## src/rtl/key_scan_pkg.sv

```systemverilog
// key_scan_pkg: shared scan states, event type and matrix widths for the key scanner
package key_scan_pkg;
    localparam int KS_ROWS   = 4;
    localparam int KS_COLS   = 4;
    localparam int KS_KEYS   = KS_ROWS * KS_COLS;
    localparam int KS_CODE_W = $clog2(KS_KEYS);
    typedef enum logic [1:0] {IDLE, DRIVE, SAMPLE, NEXT} scan_state_t;
    typedef struct packed {
        logic [KS_CODE_W-1:0] code;
        logic                 pressed;
    } key_event_t;
endpackage

```

## src/rtl/key_scan_controller_fifo.sv

```systemverilog
// key_event_fifo: synchronous key event queue; accepts a push while full when the head is popped in the same cycle
// ports: clk, rst (async high), push/wr_data in, pop in, rd_data (head, zero when empty), full, empty
module key_event_fifo
    import key_scan_pkg::*;
#(
    parameter int DEPTH = 8
) (
    input  logic       clk,
    input  logic       rst,
    input  logic       push,
    input  key_event_t wr_data,
    input  logic       pop,
    output key_event_t rd_data,
    output logic       full,
    output logic       empty
);
    localparam int PTR_W = DEPTH > 1 ? $clog2(DEPTH) : 1;
    localparam int CNT_W = $clog2(DEPTH + 1);
    key_event_t       mem_q [DEPTH];
    logic [PTR_W-1:0] wr_ptr_q, wr_ptr_d, rd_ptr_q, rd_ptr_d;
    logic [CNT_W-1:0] count_q, count_d;
    logic             do_push, do_pop;
    assign full    = int'(count_q) == DEPTH;
    assign empty   = count_q == '0;
    assign rd_data = empty ? '0 : mem_q[rd_ptr_q];
    always_comb begin
        do_pop   = pop && !empty;
        do_push  = push && (!full || do_pop);
        wr_ptr_d = do_push ? wr_ptr_q + 1'b1 : wr_ptr_q;
        rd_ptr_d = do_pop ? rd_ptr_q + 1'b1 : rd_ptr_q;
        count_d  = count_q + CNT_W'(do_push) - CNT_W'(do_pop);
    end
    always_ff @(posedge clk or posedge rst) begin
        if (rst) begin
            wr_ptr_q <= '0;
            rd_ptr_q <= '0;
            count_q  <= '0;
        end else begin
            wr_ptr_q <= wr_ptr_d;
            rd_ptr_q <= rd_ptr_d;
            count_q  <= count_d;
        end
    end
    always_ff @(posedge clk) begin
        if (do_push) mem_q[wr_ptr_q] <= wr_data;
    end
endmodule

```

## src/rtl/key_scan_controller.sv

```systemverilog
// key_scan_controller: column-at-a-time key matrix scanner with per-key debounce and an event queue
// ports: clk, rst (async high), enable; col_drive (one-hot) out, row_sense in;
//        ev_valid/ev_ready/ev_code/ev_pressed event stream; stall (sticky) with clear_stall
module key_scan_controller
    import key_scan_pkg::*;
#(
    parameter int ROWS           = KS_ROWS,
    parameter int COLS           = KS_COLS,
    parameter int SETTLE_CYCLES  = 4,
    parameter int DEBOUNCE_SCANS = 3,
    parameter int FIFO_DEPTH     = 8
) (
    input  logic                          clk,
    input  logic                          rst,
    input  logic                          enable,
    output logic [COLS-1:0]               col_drive,
    input  logic [ROWS-1:0]               row_sense,
    output logic                          ev_valid,
    input  logic                          ev_ready,
    output logic [$clog2(ROWS*COLS)-1:0]  ev_code,
    output logic                          ev_pressed,
    output logic                          stall,
    input  logic                          clear_stall
);
    localparam int KEYS   = ROWS * COLS;
    localparam int CODE_W = $clog2(KEYS);
    localparam int ROW_W  = ROWS > 1 ? $clog2(ROWS) : 1;
    localparam int COL_W  = COLS > 1 ? $clog2(COLS) : 1;
    localparam int SET_W  = SETTLE_CYCLES > 1 ? $clog2(SETTLE_CYCLES) : 1;
    localparam int CNT_W  = $clog2(DEBOUNCE_SCANS + 1);
    scan_state_t       state_q, state_d;
    logic [COL_W-1:0]  col_q, col_d;
    logic [ROW_W-1:0]  row_q, row_d;
    logic [SET_W-1:0]  settle_q, settle_d;
    logic [KEYS-1:0]   stable_q, stable_d;
    logic [CNT_W-1:0]  cnt_q [KEYS];
    logic [CNT_W-1:0]  cnt_d [KEYS];
    logic              stall_q, stall_d;
    logic [CODE_W-1:0] key;
    logic              raw, push, full, empty;
    key_event_t        push_ev, head;
    key_event_fifo #(.DEPTH(FIFO_DEPTH)) u_fifo (
        .clk    (clk),
        .rst    (rst),
        .push   (push),
        .wr_data(push_ev),
        .pop    (ev_ready),
        .rd_data(head),
        .full   (full),
        .empty  (empty)
    );
    assign col_drive  = (state_q == DRIVE || state_q == SAMPLE) ? COLS'(1) << col_q : '0;
    assign ev_valid   = !empty;
    assign ev_code    = head.code;
    assign ev_pressed = head.pressed;
    assign stall      = stall_q;
    // enable is only consulted in IDLE and NEXT so a started column always finishes
    always_comb begin
        state_d  = state_q;
        col_d    = col_q;
        row_d    = row_q;
        settle_d = settle_q;
        unique case (state_q)
            IDLE: begin
                state_d  = enable ? DRIVE : IDLE;
                settle_d = '0;
            end
            DRIVE: begin
                settle_d = settle_q + 1'b1;
                if (int'(settle_q) == SETTLE_CYCLES - 1) begin
                    state_d  = SAMPLE;
                    row_d    = '0;
                    settle_d = '0;
                end
            end
            SAMPLE: begin
                row_d   = row_q + 1'b1;
                state_d = int'(row_q) == ROWS - 1 ? NEXT : SAMPLE;
            end
            NEXT: begin
                col_d    = int'(col_q) == COLS - 1 ? '0 : col_q + 1'b1;
                state_d  = enable ? DRIVE : IDLE;
                settle_d = '0;
            end
            default: state_d = IDLE;
        endcase
    end
    // a commit blocked by a full queue leaves the key untouched so it retries next scan
    always_comb begin
        stable_d = stable_q;
        cnt_d    = cnt_q;
        push     = 1'b0;
        stall_d  = clear_stall ? 1'b0 : stall_q;
        key      = CODE_W'(int'(col_q) * ROWS + int'(row_q));
        raw      = row_sense[row_q];
        push_ev  = '{code: key, pressed: raw};
        if (state_q == SAMPLE) begin
            if (raw == stable_q[key]) cnt_d[key] = '0;
            else if (int'(cnt_q[key]) + 1 < DEBOUNCE_SCANS) cnt_d[key] = cnt_q[key] + 1'b1;
            else if (full && !(ev_valid && ev_ready)) stall_d = 1'b1;
            else begin
                stable_d[key] = raw;
                cnt_d[key]    = '0;
                push          = 1'b1;
            end
        end
    end
    always_ff @(posedge clk or posedge rst) begin
        if (rst) begin
            state_q  <= IDLE;
            col_q    <= '0;
            row_q    <= '0;
            settle_q <= '0;
            stable_q <= '0;
            stall_q  <= 1'b0;
            for (int i = 0; i < KEYS; i++) cnt_q[i] <= '0;
        end else begin
            state_q  <= state_d;
            col_q    <= col_d;
            row_q    <= row_d;
            settle_q <= settle_d;
            stable_q <= stable_d;
            stall_q  <= stall_d;
            cnt_q    <= cnt_d;
        end
    end
endmodule

```

## config.mk

```make
export PLATFORM = sky130hd
export DESIGN_NAME = key_scan_controller
export DESIGN_NICKNAME = d
export VERILOG_FILES = /design/src/rtl/key_scan_pkg.sv /design/src/rtl/key_scan_controller_fifo.sv /design/src/rtl/key_scan_controller.sv
export SDC_FILE = /design/constraint.sdc
export NUM_CORES = 1
export LEC_CHECK = 0
export ABC_AREA = 1
export CELL_PAD_IN_SITES_DETAIL_PLACEMENT = 0
export CELL_PAD_IN_SITES_GLOBAL_PLACEMENT = 1
export CORE_ASPECT_RATIO = 0.5
export CORE_MARGIN = 2
export CORE_UTILIZATION = 45
export CTS_BUF_LIST = sky130_fd_sc_hd__clkbuf_8
export DETAILED_ROUTE_END_ITERATION = 10
export HOLD_SLACK_MARGIN = 0.08
export PLACE_DENSITY = 0.89
export SETUP_SLACK_MARGIN = 0.3
export SYNTH_ARGS = -nofsm -noshare
export SYNTH_HDL_FRONTEND = slang
export SYNTH_SLANG_ARGS = --single-unit
export TNS_END_PERCENT = 20
```

## constraint.sdc

```tcl
create_clock -name clk -period 6.25 [get_ports clk]
set_input_delay 1.25 -clock clk [delete_from_list [all_inputs] [get_ports clk]]
set_output_delay 1.25 -clock clk [all_outputs]
set_load 0.01 [all_outputs]
```

==> impl_metrics.ini, run 1 <==
[run]
drv_cap = 0

[critical_path]
r2r_setup_slack_ps = 2470
ff2ff_path_depth = 12
crit_path_end = ev_code[0]
cp_data_arrival_time_ps = 2920
crit_fanout = 23
critPathKind = reg -> out
critPathRequiredTime_ps = 5000
rr_startpoint = row_q[0]
critPathLaunch = u_fifo.rd_ptr_q[0]
worst_setup_path_end_kind = primary output
reg2reg_to = u_fifo.count_q[2]
start_kind = register

[logic_synthesis]
synth.distinct_cells = 35
synth-edff-count = 40
yosysWarnings = 0
synth-main-ff-cell = dfrtp_1
synthArstFlopShare = 0.6262
syn-cell-area_um2 = 5849
synth_area_per_cell_um2 = 7.969
seq_area_frac_synth = 0.4920
syn_nets = 765
ys_ff_latch = 107
synthesis.instances = 734

[floorplan]
dieArea_um2 = 13980
initial_core_util = 0.4619
std_cell_rows = 29
pin_count = 20
die_w_um = 165.2
core_um2 = 12660
die_h_um = 84.62

[pwr]
p_int_w = 0.001783
power.share.clock = 0.114
ir_drop_mv = 0.2578
p_total_w = 0.003543
sequentialPowerShare = 0.325
pwr_density_cell_nw_per_um2 = 563.8
p_leak_nw = 3.024
p_sw_frac = 0.4968
p_comb_frac = 0.561
switchingPower_w = 0.001760

[clocking]
cts_num_sinks = 107
path_clk_slew_ps = 110
cts.repair.resized = 0
clk_path_buf_depth = 2
clock-root-buffer = clkbuf_8
cts_buffers = 9
cts_tree = built
htreeDepth = 3
hold_buffers = 0
post_cts_buffers = 0
insertion_delay_ps = 380

[timing]
skew_ps = 12.07
fin_crit_sh = 0.6671
rsz0062_at_grt = no
setup_viol = 0
setup_tns_ps = 0
period_needed_ps = 4169
slew_viol_final = 0
hold_violations = 0
max_slew_margin = 0.4374
worstMarginPinSlew_ps = 843.9
fmax_mhz = 239.8
worst_slack_ps = 2081

[placed_design]
finalWeightedCongestion = 0.8411
pre_cts_ws_ps = 2118
place_inst = 898
io_buffers = 19
hpwl_mm = 9.143

[min_path]
hp-class = reg -> reg
holdCritStartpoint = cnt_q[5]

[final_layout]
multi_input_area_um2 = 2546
antenna_cells = 0
ff_latch_area_um2 = 2878
nets = 770
drive_above_1_share = 0.04839
final_cells = 914
area_delta_synth_final_pct = 7.444
fill_cells = 1236

[global_routing]
antenna_found_initial = 0
grt_max_degree = 61
grt_first_pass_wirelength_mm = 23.01
grt_pass1_vias = 4519
overflow = 0
gr-usage-all-layers = 0.2139

[routing]
ant_nets = 0
wl_mm = 13.84
avgRoutedWirePerCell_um = 15.14
drt_iter0_markers = 353
drc = 0
dr.pass1.iters = 5
via_per_inst = 5.137
num_vias = 4695

[outcome]
status = completed
[stage by stage]
stage               utilization  hold WS, ps  area (um2)
floorplan                     -        448.9        5849
CTS                      0.4963        495.8        6285
finish                   0.4963        490.5        6285
global placement         0.4817        462.6        6100
detailed placement       0.4817        471.5        6100
global route             0.4963        519.2        6285
[Yosys cell counts (2+ instances only)]
master,instances,area share
edfxtp_1,40,0.21
a31oi_1,5,0.0053
o211ai_1,6,0.0077
buf_2,8,0.0068
nand3_1,56,0.048
a21oi_1,6,0.0051
o21ai_1,17,0.015
xnor2_1,2,0.0030
nand3_2,2,0.0034
o21ai_0,51,0.044
nand2_2,4,0.0043
buf_4,2,0.0026
xor2_1,2,0.0030
dfrtp_1,67,0.29
nand2_1,244,0.16
clkbuf_1,10,0.0064
inv_2,4,0.0026
nand2_4,2,0.0038
ha_1,21,0.045
o22ai_1,6,0.0064
inv_1,61,0.039
buf_6,7,0.013
nand3_4,2,0.0060
nor2_1,98,0.063
[area by class of cell]
class	instances	area share
Timing Repair Buffer	22	0.03384
Multi-Input combinational cell	533	0.4051
Sequential cell	107	0.4579
Tap cell	170	0.03384
Clock inverter	7	0.009755
Inverter	66	0.03982
Clock buffer	9	0.01971
[flip-flops by register name, summed over array words and instances, names as in the netlist]
signal	count
stall	1
col_q	2
stable_q	16
row_q	2
state_q	2
cnt_q	32
u_fifo.count_q	4
u_fifo.rd_ptr_q	3
u_fifo.wr_ptr_q	3
settle_q	2
u_fifo.mem_q	40
[per-layer routing]
metal	track usage	vias to the layer above	part of all wire
li1	-	2374	-
met1	0.3057	2184	0.48
met2	0.3383	130	0.45
met3	0.04397	7	0.060
met4	0.04585	0	0.0075
met5	0	-	0
[cells in the final DEF (no fill, tap or decap), types with 3 or more instances in the layout]
cell               n
inv_2              5
clkbuf_8           9
dfrtp_1           67
edfxtp_1          40
clkinv_4           3
nand2_1          244
o211ai_1           6
nor2_1            98
ha_1              21
a31oi_1            5
o22ai_1            6
o21ai_1           17
nand3_1           56
a21oi_1            6
inv_1             61
o21ai_0           51
buf_4              3
clkdlybuf4s50_1   19
nand2_2            4
[critical path, stage by stage (launching register included)]
cell and delay [ps]:
dfrtp_1 820, inv_1 460, o21ai_0 350, o22ai_1 110
o21ai_0 250, a31oi_1 60, clkdlybuf4s50_1 490
[how the worst min path moves through the flow]
| stage | endpoint | slack, ps | cells after the start |
|---|---|---|---|
| after global placement | cnt_q[29] | 460 | 2 |
| final | cnt_q[5] | 490 | 2 |
| after CTS | cnt_q[29] | 500 | 2 |
| after detailed placement | cnt_q[29] | 470 | 2 |
| after floorplan | cnt_q[13] | 450 | 2 |
| after global routing | stable_q[2] | 520 | 2 |
[power by group through the flow]
stage / Combinational [W] / Clock (W) / Sequential, W
4_1_cts: 0.00198 / 0.000415 / 0.00115
6_report: 0.00199 / 0.000404 / 0.00115
3_3_place_gp: 0.00195 / 0 / 0.00116
5_1_grt: 0.00227 / 0.000438 / 0.00118
3_5_place_dp: 0.00198 / 0 / 0.00117
2_1_floorplan: 0.00155 / 0 / 0.00110
[kinds of logic after synthesis]
logic type                 share of synthesized area
xor gates and xnor gates                    0.005990
buffers and inverters                        0.07273
adders and majority gates                    0.04834
DFF                                           0.4920
and+or+nand+nor                               0.2913
AOI/OAI and AO/OA                            0.08963
(Power assumes the default switching activity.)
==> run 2: changes to the inputs <==
--- a/config.mk
+++ b/config.mk
@@ -10,7 +10,7 @@
 export CELL_PAD_IN_SITES_GLOBAL_PLACEMENT = 1
 export CORE_ASPECT_RATIO = 0.5
 export CORE_MARGIN = 2
-export CORE_UTILIZATION = 45
+export CORE_UTILIZATION = 43
 export CTS_BUF_LIST = sky130_fd_sc_hd__clkbuf_8
 export DETAILED_ROUTE_END_ITERATION = 10
 export HOLD_SLACK_MARGIN = 0.08
==> constraint.sdc (replaced) <==
create_clock -name clk -period 3.5 [get_ports clk]
set_input_delay 0.7 -clock clk [delete_from_list [all_inputs] [get_ports clk]]
set_output_delay 0.7 -clock clk [all_outputs]
set_load 0.01 [all_outputs]
==> impl_metrics.ini, run 2 (same netlist as run 1, synthesis figures left out) <==
[outcome]
status = completed

[clocking]
htreeDepth = 3
clock-root-buffer = clkbuf_8
cts_num_sinks = 107
clk_path_buf_depth = 2
path_clk_slew_ps = 100
post_cts_buffers = 0
cts_tree = built
insertion_delay_ps = 380
cts_buffers = 9

[timing]
setup_viol = 0
hold_violations = 0
worstMarginPinSlew_ps = 624.1
fmax_mhz = 327.8
fin_crit_sh = 0.8716
whs_ps = 497.8
rsz0062_at_grt = no
max_slew_margin = 0.5839
setup_tns_ps = 0
skew_ps = 16.07
slew_viol_final = 0
period_needed_ps = 3051

[final_layout]
top_register = u_fifo.mem_q
area_delta_synth_final_pct = 9.176
layout_commonest_cell = nand2_1
biggestRegsByFlops = u_fifo.mem_q (40), cnt_q (32), stable_q (16)
largest_reg_flops = 40
antenna_cells = 0
nets = 780
layout_common_cells = 244 x nand2_1, 98 x nor2_1, 67 x dfrtp_1
drive_above_1_share = 0.06233

[floorplan]
pin_count = 20
initial_core_util = 0.4365
dieArea_um2 = 14610
std_cell_rows = 30
core_um2 = 13400
die_w_um = 168.9
die_h_um = 86.47

[pwr]
p_leak_nw = 3.071
ir_drop_mv = 0.3201
pwr_density_cell_nw_per_um2 = 1014

[critical_path]
critPathRequiredTime_ps = 2800
crit_fanout = 14
critPathKind = reg -> out
cpPeakStageDelay_ps = 750
path_cells = inv_1, ha_1, inv_1, nor2_1, clkdlybuf4s50_1
worst_setup_path_end_kind = primary output
crit_top_cell = inv_1
cp_data_arrival_time_ps = 2350
start_kind = register
slowest_stage = dfrtp_1
ff2ff_path_depth = 12

[placed_design]
hpwl_mm = 9.376
io_buffers = 19
finalWeightedCongestion = 0.8396

[min_path]
whs_path_depth = 2
hp-class = reg -> reg

[routing]
drc = 0
dr.pass1.iters = 5
avgRoutedWirePerCell_um = 15.07
wl_mm = 14.02
via_per_inst = 5.156
num_vias = 4795
ant_nets = 0
drt_iter0_markers = 426

[global_routing]
grt_pass1_vias = 4634
antenna_found_initial = 0
overflow = 0
grt_first_pass_wirelength_mm = 23.43
grt_max_degree = 61
gr-usage-all-layers = 0.2063

[run]
drv_cap = 0
## run 2: metal layers
layer / global-route usage / routed length (um) / vias to the layer above
met2: 0.3383 / 6367 / 135
li1: - / - / 2397
met3: 0.03699 / 789 / 21
met4: 0.06113 / 185 / 0
met1: 0.2838 / 6671 / 2242
met5: 0 / 0 / -
## run 2: metrics by stage
stage | total power, W | instances | setup WS [ps] | cell area (um2) | util
final | 0.006476 | 930 | 449.5 | 6386 | 0.4766
after global routing | 0.007083 | 930 | 336.5 | 6386 | 0.4766
after CTS | 0.006466 | 930 | 429.2 | 6382 | 0.4763
after detailed placement | 0.005717 | 914 | 487.8 | 6195 | 0.4623
after global placement | 0.005668 | 914 | 591.1 | 6195 | 0.4623
after floorplan | 0.004750 | 734 | 881.3 | 5849 | -
## run 2: path summary, 6_finish.rpt
check	startpoint	endpoint	slack [ps]
setup / recovery	col_q[1]	col_drive[1]	450
hold / removal	stable_q[13]	stable_q[13]	500
setup reg to reg	row_q[0]	u_fifo.mem_q[0][3]	760
hold reg to reg	stable_q[13]	stable_q[13]	500
max in group asynchronous	rst	settle_q[0]	2380
min in group asynchronous	rst	u_fifo.count_q[2]	530
## run 2: area by class of cell
class | instances | area [um2]
multi-input combinational | 533 | 2546
clock buffer | 9 | 123.9
clock inverter | 7 | 63.81
timing repair buffer | 32 | 300.3
fill | 1286 | 7014
sequential | 107 | 2878
tap | 176 | 220.2
inverter | 66 | 254.0
## run 2: worst max-delay path, delay by kind of cell (launching register included)
family | cells | cell delay [ps]
adders and majority gates | 1 | 340
buffers and inverters | 3 | 840
DFF | 1 | 750
and+or+nand+nor | 1 | 40
## run 2: repair_timing
| action | 4_1_cts | 5_1_grt |
|---|---|---|
| endpoints found under the setup margin | 0 | 1 |
| endpoints found under the hold margin | 0 | 0 |
| hold buffers | 0 | 0 |
| resized for setup | 0 | 1 |
## run 2: power breakdown
part           leakage [nW]  internal, W  switching [W]
Combinational          1.75      0.00125        0.00249
Sequential             1.22      0.00173       0.000261
Clock                0.0976     0.000278       0.000464
==> patch 1, RTL diff (settings of run 2) <==
Change the parameter `DEBOUNCE_SCANS` from 3 to 2.
--- a/src/rtl/key_scan_controller.sv
+++ b/src/rtl/key_scan_controller.sv
@@ -9,3 +9,3 @@
     parameter int SETTLE_CYCLES  = 4,
-    parameter int DEBOUNCE_SCANS = 3,
+    parameter int DEBOUNCE_SCANS = 2,
     parameter int FIFO_DEPTH     = 8
Check against the original RTL: no difference found for any inputs over 10 cycles, from zero or initial values and one cycle with rst high; that may be too few to reach the edited logic, so the function may still have changed.
==> patch 1 against run 2 <==
Area after synthesis is 13% higher; wire length grew 16%; sequential cell count is the same; critical path depth up 1; total power up 13%; final area up 12%; sequential share of layout area shrank 4.9 points; worst setup slack improved by 0.057 ns; clock power increased by 3%; highest routed layer unchanged.
==> patch 1: results (changes against run 2) <==
| Metric | Value |
|---|---|
| Outcome | `complete, no violations` |
| CTS Buf Count | `9 (unchanged)` |
| Worst path max stage delay | `0.52 ns (-0.23 ns)` |
| Post-synth cell types | `40 (+14%)` |
| Total track usage | `0.2119 (+0.005559)` |
| Met2 Track Usage GR | `0.3362 (-0.002094)` |
| Mean Syn Cell Area | `7.778 um^2 (-2.4%)` |
| Synth top cells by count | `nand2_1, nor2_1, inv_1, o21ai_0, dfrtp_1` |
| Reg2reg setup slack | `0.63 ns (-0.13 ns)` |
| Yosys warning total | `0 (unchanged)` |
| WP data arrival | `2.29 ns (-0.06 ns)` |
| Sequential-to-total area share from yosys stat | `0.4358 (-0.05621)` |
| Routability cong. | `0.8420 (+0.29%)` |
| Syn nets | `881 (+15%)` |
| Multiplexer area fraction after synthesis | `0 (unchanged)` |
| Largest net degree at the start of global routing | `42 (-31%)` |
| Ranking of synthesized cells by area | `dfrtp_1, edfxtp_1, nand2_1` |
| Min-Delay Endpoint | `cnt_q[30]` |
| Via-per-instance ratio | `5.268 (+2.2%)` |
| Post-DP HPWL | `11,220 um (+20%)` |
| Maximum VDD drop | `0.6983 mV (+120%)` |
| Pre-CTS setup slack | `0.5542 ns (+0.06639 ns)` |
| Final nets | `891 (+14%)` |
| Worst-Skew Late Latency | `0.39 ns` |
| Postcts setup bufs | `0 (unchanged)` |
| Crit Path Max Fanout | `10 (-4)` |
| Reg2Reg Launch Point | `row_q[1]` |
| Vias in the first global route | `5,361 (+16%)` |
| HP Start | `cnt_q[30]` |
| Top flop regs | `u_fifo.mem_q x40, cnt_q x32, stable_q x16` |
| Number of flip-flops in the largest register | `40 (unchanged)` |
| Crit-path leading delay family | `buffers and inverters` |
| CTS Buffer Depth | `2 (unchanged)` |
| Clock-pin slew on the worst setup and hold paths | `0.12 ns (+0.02 ns)` |
| Final Non-Filler Cells | `1,062 (+14%)` |
| First-pass GRT wire length | `27,320 um (+17%)` |
| Ratio of cells with drive above 1 in the final layout | `0.1007 (+0.03836)` |
| Worst slew pin tran | `0.7098 ns (+0.08569 ns)` |
| Post-Synth Adder-Cell Area | `0.04471 (-0.003628)` |
| Critical path's slowest cell | `dfrtp_2` |
| XOR/XNOR Fraction of Synth Area | `0.006631 (+0.0006420)` |
| Worst reg2reg endpoint | `u_fifo.mem_q[2][4]` |
| Grt met1 use | `0.2969 (+0.01313)` |
| Clock skew | `0.008898 ns (-0.007175 ns)` |
| Routed len/inst | `15.28 um (+1.4%)` |
| M3 GR Usage | `0.03524 (-0.001746)` |
| Fill count | `1,422 (+11%)` |
| Initial DRC count | `438 (+2.8%)` |
| Async SR Flop Fraction | `0.6262 (unchanged)` |
| Worst R2R Path Depth | `12 (unchanged)` |
| Post-synthesis compound-gate area fraction | `0.08109 (-0.008534)` |
| Drt pass-1 iters | `5 (unchanged)` |
| LEAKAGE | `3.369 nW (+9.7%)` |
| # H-tree levels | `3 (unchanged)` |
| Post-Place Cells | `1,045 (+14%)` |
| Initial antenna violation count | `0 (unchanged)` |
| # diodes | `0 (unchanged)` |
| Input/output buffers | `19 (unchanged)` |
## patch 1: tightest hold or removal path, delay by kind of cell, from the launching register on
kind | cells | cell delay [ns]
DFF | 1 | 0.36
and+or+nand+nor | 2 | 0.11
## patch 1: layout make-up
class                      count  share of cell area
multi-input combinational    613              0.4364
sequential                   107              0.4020
timing repair buffer          41             0.05309
inverter                      86             0.04680
tap                          198             0.03458
clock buffer                   9             0.01729
clock inverter                 7            0.009081
timing repair inverter         1           0.0006986
## patch 1: timing repair
action / CTS / global route
gates resized for setup: 1 / 3
cloned: 1 / 0
endpoints found under the setup margin: 1 / 10
## patch 1: report_power, final
group	switching (W)	internal (W)
Combinational	0.00311	0.00148
Sequential	0.000259	0.00172
Clock	0.000488	0.000273
## patch 1: how the worst max path moves through the flow
stage,start,endpoint,slack [ns],depth (start not counted)
floorplan,row_q[0],u_fifo.count_q[2],0.38,18
finish,u_fifo.rd_ptr_q[0],ev_pressed,0.51,6
global route,row_q[1],u_fifo.mem_q[2][1],0.29,12
global placement,row_sense[0],u_fifo.mem_q[0][1],0.62,10
detailed placement,row_sense[0],u_fifo.mem_q[2][2],0.55,10
CTS,u_fifo.rd_ptr_q[0],ev_pressed,0.30,6
## patch 1: routing by layer
metal / wire (um) / vias up
met3: 666 / 31
met4: 347 / 0
li1: - / 2755
met2: 7384 / 147
met1: 7832 / 2662
met5: 0 / -
## patch 1: logic make-up (layout without fill, tap and decap cells)
group,count (synthesis),count (layout)
buffers and inverters,129,144
DFF,107,107
adders and majority gates,23,23
xor gates and xnor gates,5,5
and+or+nand+nor,487,487
AOI/OAI and AO/OA,98,98
## patch 1: metrics by stage
step                hold WS [ns]  cell area [um^2]
finish                    0.4906              7164
global route              0.5258              7164
CTS                       0.4950              7158
detailed placement        0.4674              6960
global placement          0.4640              6960
floorplan                 0.4491              6604
==> patch 2, RTL diff (config.mk and constraints of run 2) <==
Made on the original files. Make the reset (`rst`) synchronous in 2 clocked blocks. Comments in the files are not updated.
--- a/src/rtl/key_scan_controller_fifo.sv
+++ b/src/rtl/key_scan_controller_fifo.sv
@@ -32,3 +32,3 @@
     end
-    always_ff @(posedge clk or posedge rst) begin
+    always_ff @(posedge clk) begin
         if (rst) begin
--- a/src/rtl/key_scan_controller.sv
+++ b/src/rtl/key_scan_controller.sv
@@ -107,3 +107,3 @@
     end
-    always_ff @(posedge clk or posedge rst) begin
+    always_ff @(posedge clk) begin
         if (rst) begin
Function: differs if rst is asserted again (counterexample within 4 cycles, from zero or initial values and one cycle with rst high); with rst held inactive, the same outputs for 10 cycles.
==> patch 2 against run 2 <==
Count of clock-buffer cells in the layout stayed put; global-route usage is 0.91 points lower; total power is 30% lower; synthesized cell count is 9.4% higher; worst setup slack better by 0.13 ns; combinational power is 43% lower; area after synthesis is 0.30% higher; sequential cell count is 3 higher; wire length is 2.3% lower; final area is 0.43% higher; critical path type unchanged; critical endpoint is now ev_code[0].
==> patch 2: results (changes against run 2) <==
| Metric | Value |
|---|---|
| Crit Path Max Fanout | `20 (+6)` |
| XOR/XNOR Fraction of Synth Area | `0.001493 (-0.004496)` |
| Syn nets | `834 (+9.0%)` |
| First-pass GRT wire length | `22,630 um (-3.4%)` |
| Reg2reg setup slack | `0.60 ns (-0.16 ns)` |
| Total number of vias | `4,974 (+3.7%)` |
| Routed len/inst | `13.75 um (-8.8%)` |
| Rel. slew slack | `0.6417 (+0.05777)` |
| Post-DP HPWL | `9223 um (-1.6%)` |
| Worst path max stage delay | `0.49 ns (-0.26 ns)` |
| Post-Synth Adder-Cell Area | `0.04820 (-0.0001443)` |
| Post-Place Cells | `980 (+7.2%)` |
| Total track usage | `0.1972 (-0.009108)` |
| Post-synthesis compound-gate area fraction | `0.1077 (+0.01807)` |
| Critical path's slowest cell | `clkdlybuf4s50_1` |
| Ratio of cells with drive above 1 in the final layout | `0.07195 (+0.009617)` |
| Maximum VDD drop | `0.2184 mV (-32%)` |
| Ranking of synthesized cells by area | `dfxtp_1, edfxtp_1, nand2_1` |
| Initial DRC count | `489 (+15%)` |
| Reg2Reg Launch Point | `row_q[0]` |
| WP data arrival | `2.22 ns (-0.13 ns)` |
| HP Start | `stall` |
| Min-Delay Endpoint | `stall` |
| Worst R2R Path Depth | `15 (+3)` |
| Worst reg2reg endpoint | `u_fifo.count_q[2]` |
| Routability cong. | `0.8138 (-3.1%)` |
| Final Non-Filler Cells | `996 (+7.1%)` |
| Largest net degree at the start of global routing | `51 (-16%)` |
| Outcome | `complete, no violations` |
| Synth Instances | `803 (+9.4%)` |
| Synth top cells by count | `nand2_1, nor2_1, inv_1, dfxtp_1, nand3_1` |
[patch 2: stage by stage]
step           utilization  power (W)  area [um^2]
5_1_grt             0.4773   0.004963         6414
3_5_place_dp        0.4630   0.003826         6222
3_3_place_gp        0.4630   0.003797         6222
6_report            0.4773   0.004550         6414
2_1_floorplan            -   0.003263         5867
4_1_cts             0.4766   0.004564         6405
[patch 2: cell families after synthesis]
kind of cell    count (synthesis)
xor+xnor                        1
compound gates                114
buf+inv                       133
flops                         110
fa+ha+maj                      22
simple gates                  423
[patch 2: worst min-delay path, stage by stage, from the launching register on]
cell and delay, ns:
dfxtp_1 0.32, nand2_1 0.06, a21oi_1 0.06
[patch 2: worst max path at each step]
stage / from / to / slack (ns) / depth (start not counted)
2_1_floorplan: row_sense[1] / u_fifo.count_q[2] / 0.83 / 11
3_3_place_gp: row_sense[1] / u_fifo.count_q[2] / 0.51 / 12
3_5_place_dp: row_sense[1] / u_fifo.count_q[2] / 0.50 / 12
4_1_cts: register / ev_code[0] / 0.32 / 6
5_1_grt: row_q[0] / u_fifo.count_q[2] / 0.30 / 15
6_report: register / ev_code[0] / 0.58 / 6
[patch 2: area by class of cell]
cell class                      count  area (um^2)
Inverter                          103        396.6
Clock buffer                        9        123.9
Sequential cell                   110         2604
Fill cell                        1360         7024
Clock inverter                      7        58.81
Tap cell                          176        220.2
Multi-Input combinational cell    560         2718
Timing Repair Buffer               31        292.8
[patch 2: per-layer routing]
layer	vias up	GRT usage	part of all wire
met2	93	0.3280	0.46
met5	-	0	0
met3	11	0.03607	0.036
met4	0	0.04351	0.0086
met1	2281	0.2712	0.49
li1	2589	-	-
[patch 2: report_power, final]
part,internal [W],switching (W),total (W)
Clock,0.000271,0.000470,0.000740
Combinational,0.000744,0.00140,0.00214
Sequential,0.00154,0.000133,0.00167
Total,0.00255,0.00200,0.00455
